$ cat config.mk
export PLATFORM = sky130hd
export DESIGN_NAME = accum_cpu_controller
export DESIGN_NICKNAME = d
export VERILOG_FILES = /design/src/rtl/accum_cpu_pkg.sv /design/src/rtl/accum_cpu_controller_instr_decode.sv /design/src/rtl/accum_cpu_controller.sv
export SDC_FILE = /design/constraint.sdc
export NUM_CORES = 1
export LEC_CHECK = 0
export ABC_CLOCK_PERIOD_IN_PS = 5300
export CAP_MARGIN = 25
export CORE_UTILIZATION = 35
export DETAILED_ROUTE_END_ITERATION = 6
export PLACE_DENSITY_LB_ADDON = 0.08
export SLEW_MARGIN = 20
export SYNTH_ARGS = -nofsm -noshare
export SYNTH_HDL_FRONTEND = slang
export SYNTH_HIERARCHICAL = 1
export SYNTH_SLANG_ARGS = --single-unit
$ cat constraint.sdc
create_clock -name clk -period 5.3 [get_ports clk]
set_input_delay 0.795 -clock clk [delete_from_list [all_inputs] [get_ports clk]]
set_output_delay 0.795 -clock clk [all_outputs]
set_load 0.03 [all_outputs]
$ cat src/rtl/accum_cpu_pkg.sv
// Shared types and encodings for the accumulator-computer control sequencer.
// Opcodes, FSM states, decode classes, ALU opcodes and datapath mux selects.
package accum_cpu_pkg;

    typedef enum logic [3:0] {
        OP_HALT  = 4'h0,
        OP_LOAD  = 4'h1,
        OP_STORE = 4'h2,
        OP_ADD   = 4'h3,
        OP_SUB   = 4'h4,
        OP_AND   = 4'h5,
        OP_OR    = 4'h6,
        OP_XOR   = 4'h7,
        OP_JUMP  = 4'h8,
        OP_JZ    = 4'h9,
        OP_JNEG  = 4'hA,
        OP_SHL   = 4'hB,
        OP_SHR   = 4'hC,
        OP_CLEAR = 4'hD,
        OP_ILL_E = 4'hE,
        OP_ILL_F = 4'hF
    } opcode_e;

    typedef enum logic [3:0] {
        S_IDLE,
        S_F0,
        S_F1,
        S_F2,
        S_DECODE,
        S_EA,
        S_EM,
        S_EB,
        S_EX,
        S_SW,
        S_HALT
    } state_e;

    // How DECODE dispatches an instruction
    typedef enum logic [2:0] {
        CLS_ONE,
        CLS_MEMRD,
        CLS_STORE,
        CLS_HALT,
        CLS_ILLEGAL
    } op_class_e;

    localparam logic [3:0] ALU_ADD = 4'b0000;
    localparam logic [3:0] ALU_SUB = 4'b0001;
    localparam logic [3:0] ALU_SHL = 4'b0100;
    localparam logic [3:0] ALU_SHR = 4'b0101;
    localparam logic [3:0] ALU_AND = 4'b1000;
    localparam logic [3:0] ALU_OR  = 4'b1001;
    localparam logic [3:0] ALU_XOR = 4'b1010;

    localparam logic [1:0] ACC_SEL_ALU  = 2'd0;
    localparam logic [1:0] ACC_SEL_MBR  = 2'd1;
    localparam logic [1:0] ACC_SEL_ZERO = 2'd2;

    localparam logic PC_SEL_INC = 1'b0;
    localparam logic PC_SEL_IR  = 1'b1;

    localparam logic MAR_SEL_PC = 1'b0;
    localparam logic MAR_SEL_IR = 1'b1;

endpackage

$ cat src/rtl/accum_cpu_controller_instr_decode.sv
// Combinational opcode decoder: dispatch class plus the ALU opcode the
// instruction needs (ADD when the instruction does not use the ALU).
module instr_decode
    import accum_cpu_pkg::*;
(
    input  opcode_e     opcode,
    output op_class_e   op_class,
    output logic [3:0]  alu_op
);

    always_comb begin
        op_class = CLS_ILLEGAL;
        alu_op   = ALU_ADD;
        case (opcode)
            OP_HALT:  op_class = CLS_HALT;
            OP_LOAD:  op_class = CLS_MEMRD;
            OP_STORE: op_class = CLS_STORE;
            OP_ADD: begin
                op_class = CLS_MEMRD;
                alu_op   = ALU_ADD;
            end
            OP_SUB: begin
                op_class = CLS_MEMRD;
                alu_op   = ALU_SUB;
            end
            OP_AND: begin
                op_class = CLS_MEMRD;
                alu_op   = ALU_AND;
            end
            OP_OR: begin
                op_class = CLS_MEMRD;
                alu_op   = ALU_OR;
            end
            OP_XOR: begin
                op_class = CLS_MEMRD;
                alu_op   = ALU_XOR;
            end
            OP_JUMP, OP_JZ, OP_JNEG, OP_CLEAR: op_class = CLS_ONE;
            OP_SHL: begin
                op_class = CLS_ONE;
                alu_op   = ALU_SHL;
            end
            OP_SHR: begin
                op_class = CLS_ONE;
                alu_op   = ALU_SHR;
            end
            default:  op_class = CLS_ILLEGAL;
        endcase
    end

endmodule

$ cat src/rtl/accum_cpu_controller.sv
// Multi-cycle fetch/decode/execute sequencer for the 16-bit accumulator
// computer; drives register strobes, mux selects, ALU opcode and mem_we.
module accum_cpu_controller
    import accum_cpu_pkg::*;
#(
    parameter int DATA_W    = 16,
    parameter int OPERAND_W = 12,
    parameter int CNT_W     = 16
) (
    input  logic              clk,
    input  logic              reset_n,
    input  logic              start,
    input  logic              step_mode,
    input  logic [DATA_W-1:0] ir_in,
    input  logic              acc_zero,
    input  logic              acc_neg,
    output logic              pc_we,
    output logic              mar_we,
    output logic              mbr_we,
    output logic              ir_we,
    output logic              acc_we,
    output logic              pc_sel,
    output logic              mar_sel,
    output logic [1:0]        acc_sel,
    output logic [3:0]        alu_op,
    output logic              mem_we,
    output logic              busy,
    output logic              halted,
    output logic              illegal,
    output logic [CNT_W-1:0]  instr_count
);

    state_e     state, next_state, retire_state;
    opcode_e    ir_op, op_q;
    op_class_e  dec_class;
    logic [3:0] dec_alu, alu_q;
    logic       step_q, illegal_q, retire, set_illegal;
    logic [CNT_W-1:0] count_q;

    // The operand field is consumed by the datapath muxes, not here
    logic unused_operand;
    assign unused_operand = ^ir_in[OPERAND_W-1:0];

    assign ir_op = opcode_e'(ir_in[DATA_W-1 -: 4]);

    instr_decode u_decode (
        .opcode   (ir_op),
        .op_class (dec_class),
        .alu_op   (dec_alu)
    );

    always_ff @(posedge clk or negedge reset_n) begin
        if (!reset_n) begin
            state     <= S_IDLE;
            step_q    <= 1'b0;
            illegal_q <= 1'b0;
            count_q   <= '0;
            op_q      <= OP_HALT;
            alu_q     <= ALU_ADD;
        end else begin
            state <= next_state;
            if (state == S_IDLE && start)
                step_q <= step_mode;
            // Hold the opcode so EA/EX do not depend on IR staying put
            if (state == S_DECODE) begin
                op_q  <= ir_op;
                alu_q <= dec_alu;
            end
            if (set_illegal)
                illegal_q <= 1'b1;
            if (retire)
                count_q <= count_q + CNT_W'(1);
        end
    end

    assign retire_state = step_q ? S_IDLE : S_F0;

    always_comb begin
        next_state  = state;
        pc_we       = 1'b0;
        mar_we      = 1'b0;
        mbr_we      = 1'b0;
        ir_we       = 1'b0;
        acc_we      = 1'b0;
        pc_sel      = PC_SEL_INC;
        mar_sel     = MAR_SEL_PC;
        acc_sel     = ACC_SEL_ALU;
        alu_op      = ALU_ADD;
        mem_we      = 1'b0;
        halted      = 1'b0;
        retire      = 1'b0;
        set_illegal = 1'b0;
        case (state)
            S_IDLE: if (start) next_state = S_F0;
            S_F0: begin
                mar_we     = 1'b1;
                mar_sel    = MAR_SEL_PC;
                next_state = S_F1;
            end
            S_F1: next_state = S_F2;
            S_F2: begin
                ir_we      = 1'b1;
                pc_we      = 1'b1;
                pc_sel     = PC_SEL_INC;
                next_state = S_DECODE;
            end
            S_DECODE: begin
                case (dec_class)
                    CLS_HALT: next_state = S_HALT;
                    CLS_ILLEGAL: begin
                        set_illegal = 1'b1;
                        next_state  = S_HALT;
                    end
                    CLS_MEMRD, CLS_STORE: next_state = S_EA;
                    default: begin
                        retire     = 1'b1;
                        next_state = retire_state;
                        case (ir_op)
                            OP_JUMP: begin
                                pc_we  = 1'b1;
                                pc_sel = PC_SEL_IR;
                            end
                            OP_JZ: begin
                                pc_we  = acc_zero;
                                pc_sel = acc_zero ? PC_SEL_IR : PC_SEL_INC;
                            end
                            OP_JNEG: begin
                                pc_we  = acc_neg;
                                pc_sel = acc_neg ? PC_SEL_IR : PC_SEL_INC;
                            end
                            OP_CLEAR: begin
                                acc_we  = 1'b1;
                                acc_sel = ACC_SEL_ZERO;
                            end
                            default: begin
                                acc_we  = 1'b1;
                                acc_sel = ACC_SEL_ALU;
                                alu_op  = dec_alu;
                            end
                        endcase
                    end
                endcase
            end
            S_EA: begin
                mar_we     = 1'b1;
                mar_sel    = MAR_SEL_IR;
                next_state = (op_q == OP_STORE) ? S_SW : S_EM;
            end
            S_EM: next_state = S_EB;
            S_EB: begin
                mbr_we     = 1'b1;
                next_state = S_EX;
            end
            S_EX: begin
                acc_we     = 1'b1;
                retire     = 1'b1;
                next_state = retire_state;
                if (op_q == OP_LOAD) begin
                    acc_sel = ACC_SEL_MBR;
                end else begin
                    acc_sel = ACC_SEL_ALU;
                    alu_op  = alu_q;
                end
            end
            S_SW: begin
                mem_we     = 1'b1;
                retire     = 1'b1;
                next_state = retire_state;
            end
            S_HALT: halted = 1'b1;
            default: next_state = S_IDLE;
        endcase
    end

    assign busy        = (state != S_IDLE) && (state != S_HALT);
    assign illegal     = illegal_q;
    assign instr_count = count_q;

endmodule

==> reports/qor.yml, run 1 <==
timing:
  worst_pin_slew_ns: 0.778
  min_period_over_period_pct: 81.9
  fmax_mhz: 230
  fin_setup_tns_ns: 0
  rsz0062_at_grt: "no"
  slew_headroom_pct: 47.4
  final.min_clock_period_ns: 4.34
  slew_violations: 0
  skew_ns: 0.00506
  setup_viol: 0
  hold_violations: 0
global_route:
  grt_max_degree: 31
  overflow: 0
  antenna_found_initial: 0
  track_usage_pct: 16.2
  grt_pass1_vias: 1441
  grt_pass1_wl_um: 6640
synthesis:
  ys_warn_count: 6
  synthCells: 179
  ys_seq_elements: 30
  ys_seq_area_share_pct: 42.7
  synth_area_mm2: 0.00176
  synth_ff_type: "dfrtp_1"
  synth_edf_count: 0
  async_flop_share_pct: 100
  synth_area_per_cell_um2: 9.82
  synth.distinct_cells: 47
  synth_fp_nets: 202
job:
  max_cap_viol_count: 0
setup_path:
  crit_path_end_kind: "output pin"
  crit_type: "primary input to output pin"
  cp.required_ns: 4.51
  critPathMaxFanout: 12
  worst_setup_path_start_kind: "primary input"
  cp.arrival_ns: 3.54
die:
  ios: 55
  row_count: 25
  die_w_um: 72.9
  die_h_um: 72.9
  initial_core_util_pct: 36.7
  die_area_mm2: 0.00531
  core_mm2: 0.00479
drt:
  firstDrtPassIters: 4
  route.detailed.drc: 0
  wl_per_cell_um: 13.8
  drt-met1-wl_um: 1900
  wl_met3_um: 212
  vias_per_cell: 5.16
  top_layer_used: "met4"
  antenna_left: 0
  first_iter_violations: 71
  finalWirelength_um: 4050
  vias: 1511
  dr_wl_met2_um: 1920
cts:
  root_buffer: "clkbuf_8"
  clk_pin_slew_ns: 0.07
  numClockSinks: 30
  insertion_delay_ns: 0.28
  cts_buffer_depth: 2
  cts.repair.resized: 0
  cts_buffers: 5
  hold_buffers: 0
  post_cts_buffers: 0
  cts_tree: "done"
  h-tree-depth: 2
outcome:
  status: "finished, final reports clean"
place:
  dp_hpwl_um: 2790
  gp_congestion: 0.766
  port_buffers: 42
  dp_cells: 284
  dpl_cell_area_mm2: 0.00225
power_and_ir_drop:
  p_leak_nw: 0.944
  pwr_density_cell_mw_per_mm2: 448
  irDropWorstVdd_mv: 0.315
final_layout:
  final_cell_mix: "clkdlybuf4s50_1, dfrtp_1, nor2_1"
  final_area_mm2: 0.00240
  drive_above_1_share_pct: 8.85
  diodes: 0
  area_growth_pct: 36.7
  stdcell_count: 293
  final_common_cell: "clkdlybuf4s50_1"
  nNetsFinal: 248
min_path:
  hold_class: "flop to flop"
metrics by stage:
step / setup WS, ns / total power, mW / hold slack, ns / util, %
floorplan: 2.17 / 0.641 / 0.459 / -
global placement: 1.01 / 0.778 / 0.463 / 47.1
detailed placement: 0.956 / 0.789 / 0.456 / 47.1
CTS: 0.952 / 1.08 / 0.471 / 50.1
global route: 0.734 / 1.14 / 0.478 / 50.2
finish: 0.961 / 1.08 / 0.465 / 50.2
power by group:
part	switching, mW	internal [mW]	leakage [nW]
clock network	0.0863	0.200	0.0714
registers	0.0935	0.291	0.393
logic	0.217	0.188	0.480
total	0.396	0.679	0.944
worst max-delay path, cell delays in order:
cell and delay (ns):
clkdlybuf4s50_1 0.61, nor3_1 0.60, o21ai_1 0.21, a21boi_4 0.22, a21boi_2 0.26, a22o_1 0.18
clkdlybuf4s50_1 0.67
layout make-up:
type,instances,area (um2)
Clock inverter,2,60.1
Inverter,5,18.8
Timing Repair Buffer,46,450
Multi-Input combinational cell,137,957
Sequential cell,30,751
Fill cell,446,2380
Tap cell,67,83.8
Clock buffer,6,82.6
Yosys cell counts (all sizes together), types with 3 or more instances:
cell / n / share of area, %
dfrtp: 30 / 43
nor2: 20 / 4.3
xnor2: 16 / 8.0
nand2: 13 / 2.8
mux2: 10 / 6.4
o2111ai: 7 / 3.5
o21ai: 7 / 2.0
nor2b: 6 / 2.1
a22o: 5 / 2.5
buf: 5 / 1.7
inv: 5 / 1.1
nand3: 5 / 1.4
nor3: 5 / 1.4
nand2b: 4 / 1.4
a22oi: 3 / 1.3
nor4b: 3 / 1.5
o211ai: 3 / 1.3
or3: 3 / 1.4
routing by layer:
layer	GRT usage (%)	up-vias
met5	0	-
met2	26.5	50
li1	-	737
met4	8.93	0
met1	20.1	722
met3	3.45	2
kinds of logic (layout without fill, tap and decap cells):
| logic type | count (synthesis) | after routing | synth area share, % |
|---|---|---|---|
| simple gates | 69 | 69 | 20.4 |
| compound gates | 38 | 38 | 17.0 |
| flops | 30 | 30 | 42.7 |
| xor+xnor | 18 | 18 | 8.97 |
| buf+inv | 12 | 59 | 3.20 |
| mux | 11 | 11 | 6.98 |
| fa+ha+maj | 1 | 1 | 0.712 |
state kept, by name, indices dropped and copies added (netlist names):
name / flops
alu_q: 4
illegal: 1
op_q: 4
instr_count: 16
state: 4
step_q: 1
worst paths after layout:
kind,endpoint,cells past startpoint,slack [ns],start
worst max-delay path,alu_op[3],7,0.96,ir_in[12]
min in group asynchronous,instr_count[15]$_DFFE_PN0P_,2,0.91,reset_n
worst min register to register,illegal$_DFFE_PN0P_,1,0.47,illegal$_DFFE_PN0P_
worst max register to register,instr_count[1]$_DFFE_PN0P_,5,3.34,state[0]$_DFFE_PN0P_
max in group asynchronous,step_q$_DFFE_PN0P_,2,4.10,reset_n
worst min-delay path,illegal$_DFFE_PN0P_,1,0.47,illegal$_DFFE_PN0P_
No activity file was read; power rests on OpenSTA's default activity.
==> inputs of run 2 (changes only) <==
--- a/config.mk
+++ b/config.mk
@@ -5,7 +5,7 @@
 export SDC_FILE = /design/constraint.sdc
 export NUM_CORES = 1
 export LEC_CHECK = 0
-export ABC_CLOCK_PERIOD_IN_PS = 5300
+export ABC_CLOCK_PERIOD_IN_PS = 3700
 export CAP_MARGIN = 25
 export CORE_UTILIZATION = 35
 export DETAILED_ROUTE_END_ITERATION = 6
==> constraint.sdc (replaced) <==
create_clock -name clk -period 3.7 [get_ports clk]
set_input_delay 0.555 -clock clk [delete_from_list [all_inputs] [get_ports clk]]
set_output_delay 0.555 -clock clk [all_outputs]
set_load 0.03 [all_outputs]
==> run 2 against run 1 <==
Net effect:
- sequential power grew 42%
- clock skew grew 0.00099 ns
- core utilization down 0.97 points
- final cell count rose by 0.34%
- sequential share of layout area rose by 0.61 points
- cell area down 1.9%
- worst setup slack worse by 0.76 ns
- flip-flop and latch count stayed put
- combinational power up 42%
- clock power up 11%
- worst hold slack improved by 0.0021 ns
- non-clock buffer count up 1
- largest cell class unchanged
==> reports/qor.yml, run 2 (same netlist as run 1, synthesis figures left out) <==
timing:
  slew_violations: 0
  fmax_mhz: 286
  hold_violations: 0
  fin_setup_tns_ns: 0
  setup_viol: 0
  min_period_over_period_pct: 94.6
  worst_pin_slew_ns: 0.989
  final.min_clock_period_ns: 3.50
  skew_ns: 0.00605
  rsz0062_at_grt: "no"
  slew_headroom_pct: 33.8
final_layout:
  final_cell_mix: "clkdlybuf4s50_1, dfrtp_1, nor2_1"
  nNetsFinal: 249
  drive_above_1_share_pct: 11.5
  fillCellCount: 454
  final_area_mm2: 0.00236
  area_growth_pct: 34.1
  diodes: 0
  final_common_cell: "clkdlybuf4s50_1"
  largest_register_ffs: 16
setup_path:
  critPathMaxFanout: 18
  worst_setup_path_start_kind: "primary input"
  cp.required_ns: 3.14
  crit_path_end_kind: "output pin"
  reg2reg_slack_ns: 1.44
  crit_type: "primary input to output pin"
  cp.arrival_ns: 2.94
cts:
  numClockSinks: 30
  hold_buffers: 0
  cts.repair.resized: 0
  cts_buffer_depth: 2
  cts_tree: "done"
  cts_buffers: 5
  insertion_delay_ns: 0.28
  post_cts_buffers: 0
  root_buffer: "clkbuf_8"
  h-tree-depth: 2
  clk_pin_slew_ns: 0.06
drt:
  wl_per_cell_um: 13.4
  route.detailed.drc: 0
  firstDrtPassIters: 4
  finalWirelength_um: 3950
  antenna_left: 0
  vias_per_cell: 5.14
  vias: 1512
  first_iter_violations: 42
place:
  dp_hpwl_um: 2810
  dpl_cell_area_mm2: 0.00225
  port_buffers: 42
  gp_congestion: 0.780
die:
  row_count: 25
  die_w_um: 72.9
  initial_core_util_pct: 36.7
  die_h_um: 72.9
  core_mm2: 0.00479
  ios: 55
  die_area_mm2: 0.00531
power_and_ir_drop:
  irDropWorstVdd_mv: 0.361
  p_leak_nw: 0.944
  pwr_density_cell_mw_per_mm2: 611
global_route:
  antenna_found_initial: 0
  grt_max_degree: 31
  track_usage_pct: 16.1
  grt_pass1_wl_um: 6600
  overflow: 0
  grt_pass1_vias: 1454
outcome:
  status: "finished, final reports clean"
min_path:
  hold_class: "flop to flop"
job:
  max_cap_viol_count: 0
## run 2: power breakdown
part           leakage, nW  total, mW  internal [mW]  switching [mW]
sequential           0.393      0.548          0.417           0.131
combinational        0.498      0.575          0.265           0.310
clock               0.0524      0.318          0.201           0.117
total                0.944       1.44          0.883           0.558
## run 2: per-stage QoR
stage | power [mW] | hold WS (ns) | utilization (%) | std cells | worst slack, ns
2_1_floorplan | 0.918 | 0.259 | - | 179 | 1.05
3_3_place_gp | 1.11 | 0.463 | 47.0 | 286 | 0.299
3_5_place_dp | 1.13 | 0.459 | 47.0 | 286 | 0.234
4_1_cts | 1.45 | 0.473 | 49.3 | 294 | 0.221
5_1_grt | 1.54 | 0.483 | 49.3 | 294 | 0.0344
6_report | 1.44 | 0.467 | 49.3 | 294 | 0.201
## run 2: final timing paths
kind,from,cells after the start,endpoint
min in group asynchronous,reset_n,2,instr_count[14]$_DFFE_PN0P_
max,ir_in[14],8,alu_op[2]
min,illegal$_DFFE_PN0P_,1,illegal$_DFFE_PN0P_
max in group asynchronous,reset_n,2,state[0]$_DFFE_PN0P_
max reg2reg,state[2]$_DFFE_PN0P_,4,instr_count[1]$_DFFE_PN0P_
min reg2reg,illegal$_DFFE_PN0P_,1,illegal$_DFFE_PN0P_
## run 2: area by class of cell
class	instances	area, um2	share of cell area (%)
Clock buffer	7	76.3	3.24
Clock inverter	1	30.0	1.27
Multi-Input combinational cell	137	957	40.6
Tap cell	67	83.8	3.56
Timing Repair Buffer	47	440	18.7
Inverter	5	18.8	0.796
Sequential cell	30	751	31.8
## run 2: routing by layer
metal / part of all wire (%) / vias to the layer above / track usage (%) / wire (um)
li1: - / 742 / - / -
met2: 47 / 31 / 27.1 / 1880
met4: 1.2 / 0 / 5.23 / 47
met1: 47 / 734 / 20.0 / 1870
met5: 0 / - / 0 / 0
met3: 4.0 / 5 / 4.42 / 160
## run 2: critical path, cell delays in order
cell             delay, ns
clkdlybuf4s50_1       0.60
nor3_1                0.56
o21ai_1               0.21
a21boi_4              0.16
buf_4                 0.25
a21boi_2              0.27
a22o_1                0.18
buf_4                 0.16
==> edit, RTL diff (settings of run 2) <==
Add an input register stage for `start`, `step_mode`, `ir_in`, `acc_zero` and `acc_neg`; this delays them by one clock.
--- a/src/rtl/accum_cpu_controller.sv
+++ b/src/rtl/accum_cpu_controller.sv
@@ -32,2 +32,16 @@
 
+    logic start_q;
+    logic step_mode_q;
+    logic [DATA_W-1:0] ir_q;
+    logic acc_zero_q;
+    logic acc_neg_q;
+
+    always_ff @(posedge clk) begin
+        start_q     <= start;
+        step_mode_q <= step_mode;
+        ir_q        <= ir_in;
+        acc_zero_q  <= acc_zero;
+        acc_neg_q   <= acc_neg;
+    end
+
     state_e     state, next_state, retire_state;
@@ -41,5 +55,5 @@
     logic unused_operand;
-    assign unused_operand = ^ir_in[OPERAND_W-1:0];
+    assign unused_operand = ^ir_q[OPERAND_W-1:0];
 
-    assign ir_op = opcode_e'(ir_in[DATA_W-1 -: 4]);
+    assign ir_op = opcode_e'(ir_q[DATA_W-1 -: 4]);
 
@@ -61,4 +75,4 @@
             state <= next_state;
-            if (state == S_IDLE && start)
-                step_q <= step_mode;
+            if (state == S_IDLE && start_q)
+                step_q <= step_mode_q;
             // Hold the opcode so EA/EX do not depend on IR staying put
@@ -93,3 +107,3 @@
         case (state)
-            S_IDLE: if (start) next_state = S_F0;
+            S_IDLE: if (start_q) next_state = S_F0;
             S_F0: begin
@@ -123,8 +137,8 @@
                             OP_JZ: begin
-                                pc_we  = acc_zero;
-                                pc_sel = acc_zero ? PC_SEL_IR : PC_SEL_INC;
+                                pc_we  = acc_zero_q;
+                                pc_sel = acc_zero_q ? PC_SEL_IR : PC_SEL_INC;
                             end
                             OP_JNEG: begin
-                                pc_we  = acc_neg;
-                                pc_sel = acc_neg ? PC_SEL_IR : PC_SEL_INC;
+                                pc_we  = acc_neg_q;
+                                pc_sel = acc_neg_q ? PC_SEL_IR : PC_SEL_INC;
                             end
Check against the original RTL: not equivalent (a bounded check fails within 4 cycles, from zero or initial values and one cycle with reset_n low).
==> edit against run 2 <==
- global-route usage decreased by 0.35 points
- combinational power increased by 28%
- total power increased by 14%
- design area increased by 9.4%
- count of clock-buffer cells in the layout unchanged
- sequential cell count increased by 8
- die area increased by 12%
- synthesized area increased by 13%
- sequential share of layout area increased by 3.5 points
- worst setup slack improved by 0.30 ns
- wire length increased by 8.9%
- synthesized cell count increased by 13%
- critical endpoint is now alu_op[1]
- largest cell class unchanged
- largest power group unchanged
- highest routed layer unchanged
==> edit: results (changes against run 2) <==
Vias: 1,618 (was 1,512)
Placer Congestion: 0.731 (was 0.780)
commonest cells in the synthesized netlist: 31 x nand2_1, 30 x dfrtp_1, 15 x nor2_1, 15 x xor2_1, 10 x a21oi_1 (was 30 x dfrtp_1, 20 x nor2_1, 16 x xnor2_1, 13 x nand2_1, 9 x mux2_1)
fin nets: 271 (was 249)
Worst Setup EP: alu_op[1] (was alu_op[2])
R2R Setup Slk: 1.62 ns (was 1.44 ns)
worst relative slew slack: 46.7% (was 33.8%)
met2 usage: 23.7% (was 27.1%)
met3 usage: 3.69% (was 4.42%)
critical path's top delay family: simple AND/OR/NAND/NOR gates (was buffers and inverters)
DRT Wirelength: 4300 um (was 3950 um)
top post-synthesis cells by area: dfrtp_1 38%, dfxtp_1 8.1%, xor2_1 6.6% (was dfrtp_1 43%, xnor2_1 8.0%, mux2_1 5.8%)
Tot GR Track Use: 15.8% (was 16.1%)
Worst path max stage delay: 0.68 ns (was 0.60 ns)
dpl cells: 313 (was 286)
DP Worst Slack: 0.843 ns (was 0.234 ns)
area post-placement: 2490 um2 (was 2250 um2)
syn_nets: 225 (was 202)
synthesized instance count: 202 (was 179)
clk_skew: 0.00815 ns (was 0.00605 ns)
Cell variety after synth: 45 (was 47)
DP Wirelength: 2990 um (was 2810 um)
worst hold start: step_mode_q$_DFF_P_ (was illegal$_DFFE_PN0P_)
Worst Reg-to-Reg Cells: 5 (was 4)
WL met3: 133 um (was 160 um)
DRT iter0 DRCs: 97 (was 42)
status: completed (unchanged)
Worst R2R Start: state[0]$_DFFE_PN0P_ (was state[2]$_DFFE_PN0P_)
Yosys warnings: 6 (unchanged)
Lkg Pwr: 0.00110 uW (was 0.000944 uW)
Hold Path End: step_q$_DFFE_PN0P_ (was illegal$_DFFE_PN0P_)
Tmin final: 3.20 ns (was 3.50 ns)
ys async rst share: 78.9% (was 100%)
first-pass GRT wire length: 7360 um (was 6600 um)
clock root buffer: clkbuf_8 (unchanged)
layout cells sized above 1: 9.24% (was 11.5%)
crit-path max FO: 9 (was 18)
met1 Use GR: 21.4% (was 20.0%)
Vias/cell: 5.04 (was 5.14)
met1 wire length: 2190 um (was 1870 um)
sequential share of the synthesized area: 46.0% (was 42.7%)
Setup crit start: ir_q[12]$_DFF_P_ (was ir_in[14])
PortBufs: 42 (unchanged)
met2 WL post-DR: 1910 um (was 1880 um)
==> edit: area by class of cell <==
| cell class | count | area (um2) |
|---|---|---|
| clock inverters | 1 | 5.00 |
| fillers | 548 | 2890 |
| clock buffers | 7 | 86.3 |
| repair buffers | 48 | 465 |
| well taps | 72 | 90.1 |
| flip-flops and latches | 38 | 911 |
| multi-input cells | 149 | 998 |
| inverters | 6 | 22.5 |
==> edit: cell families (layout without fill, tap and decap cells) <==
logic type | after synthesis | after routing | synth area share, %
AO/OA/AOI/OAI | 47 | 47 | 19.3
XOR/XNOR | 17 | 17 | 7.51
adder cells (fa/ha/maj) | 1 | 1 | 0.631
buffers and inverters | 15 | 62 | 3.66
flip-flops | 38 | 38 | 46.0
multiplexers | 2 | 2 | 1.14
AND/OR/NAND/NOR | 82 | 82 | 21.8
==> edit: report_power, final <==
group | total (uW) | internal [uW] | switching (uW)
combinational | 736 | 305 | 431
clock | 293 | 150 | 142
sequential | 613 | 516 | 97.4
total | 1640 | 971 | 670
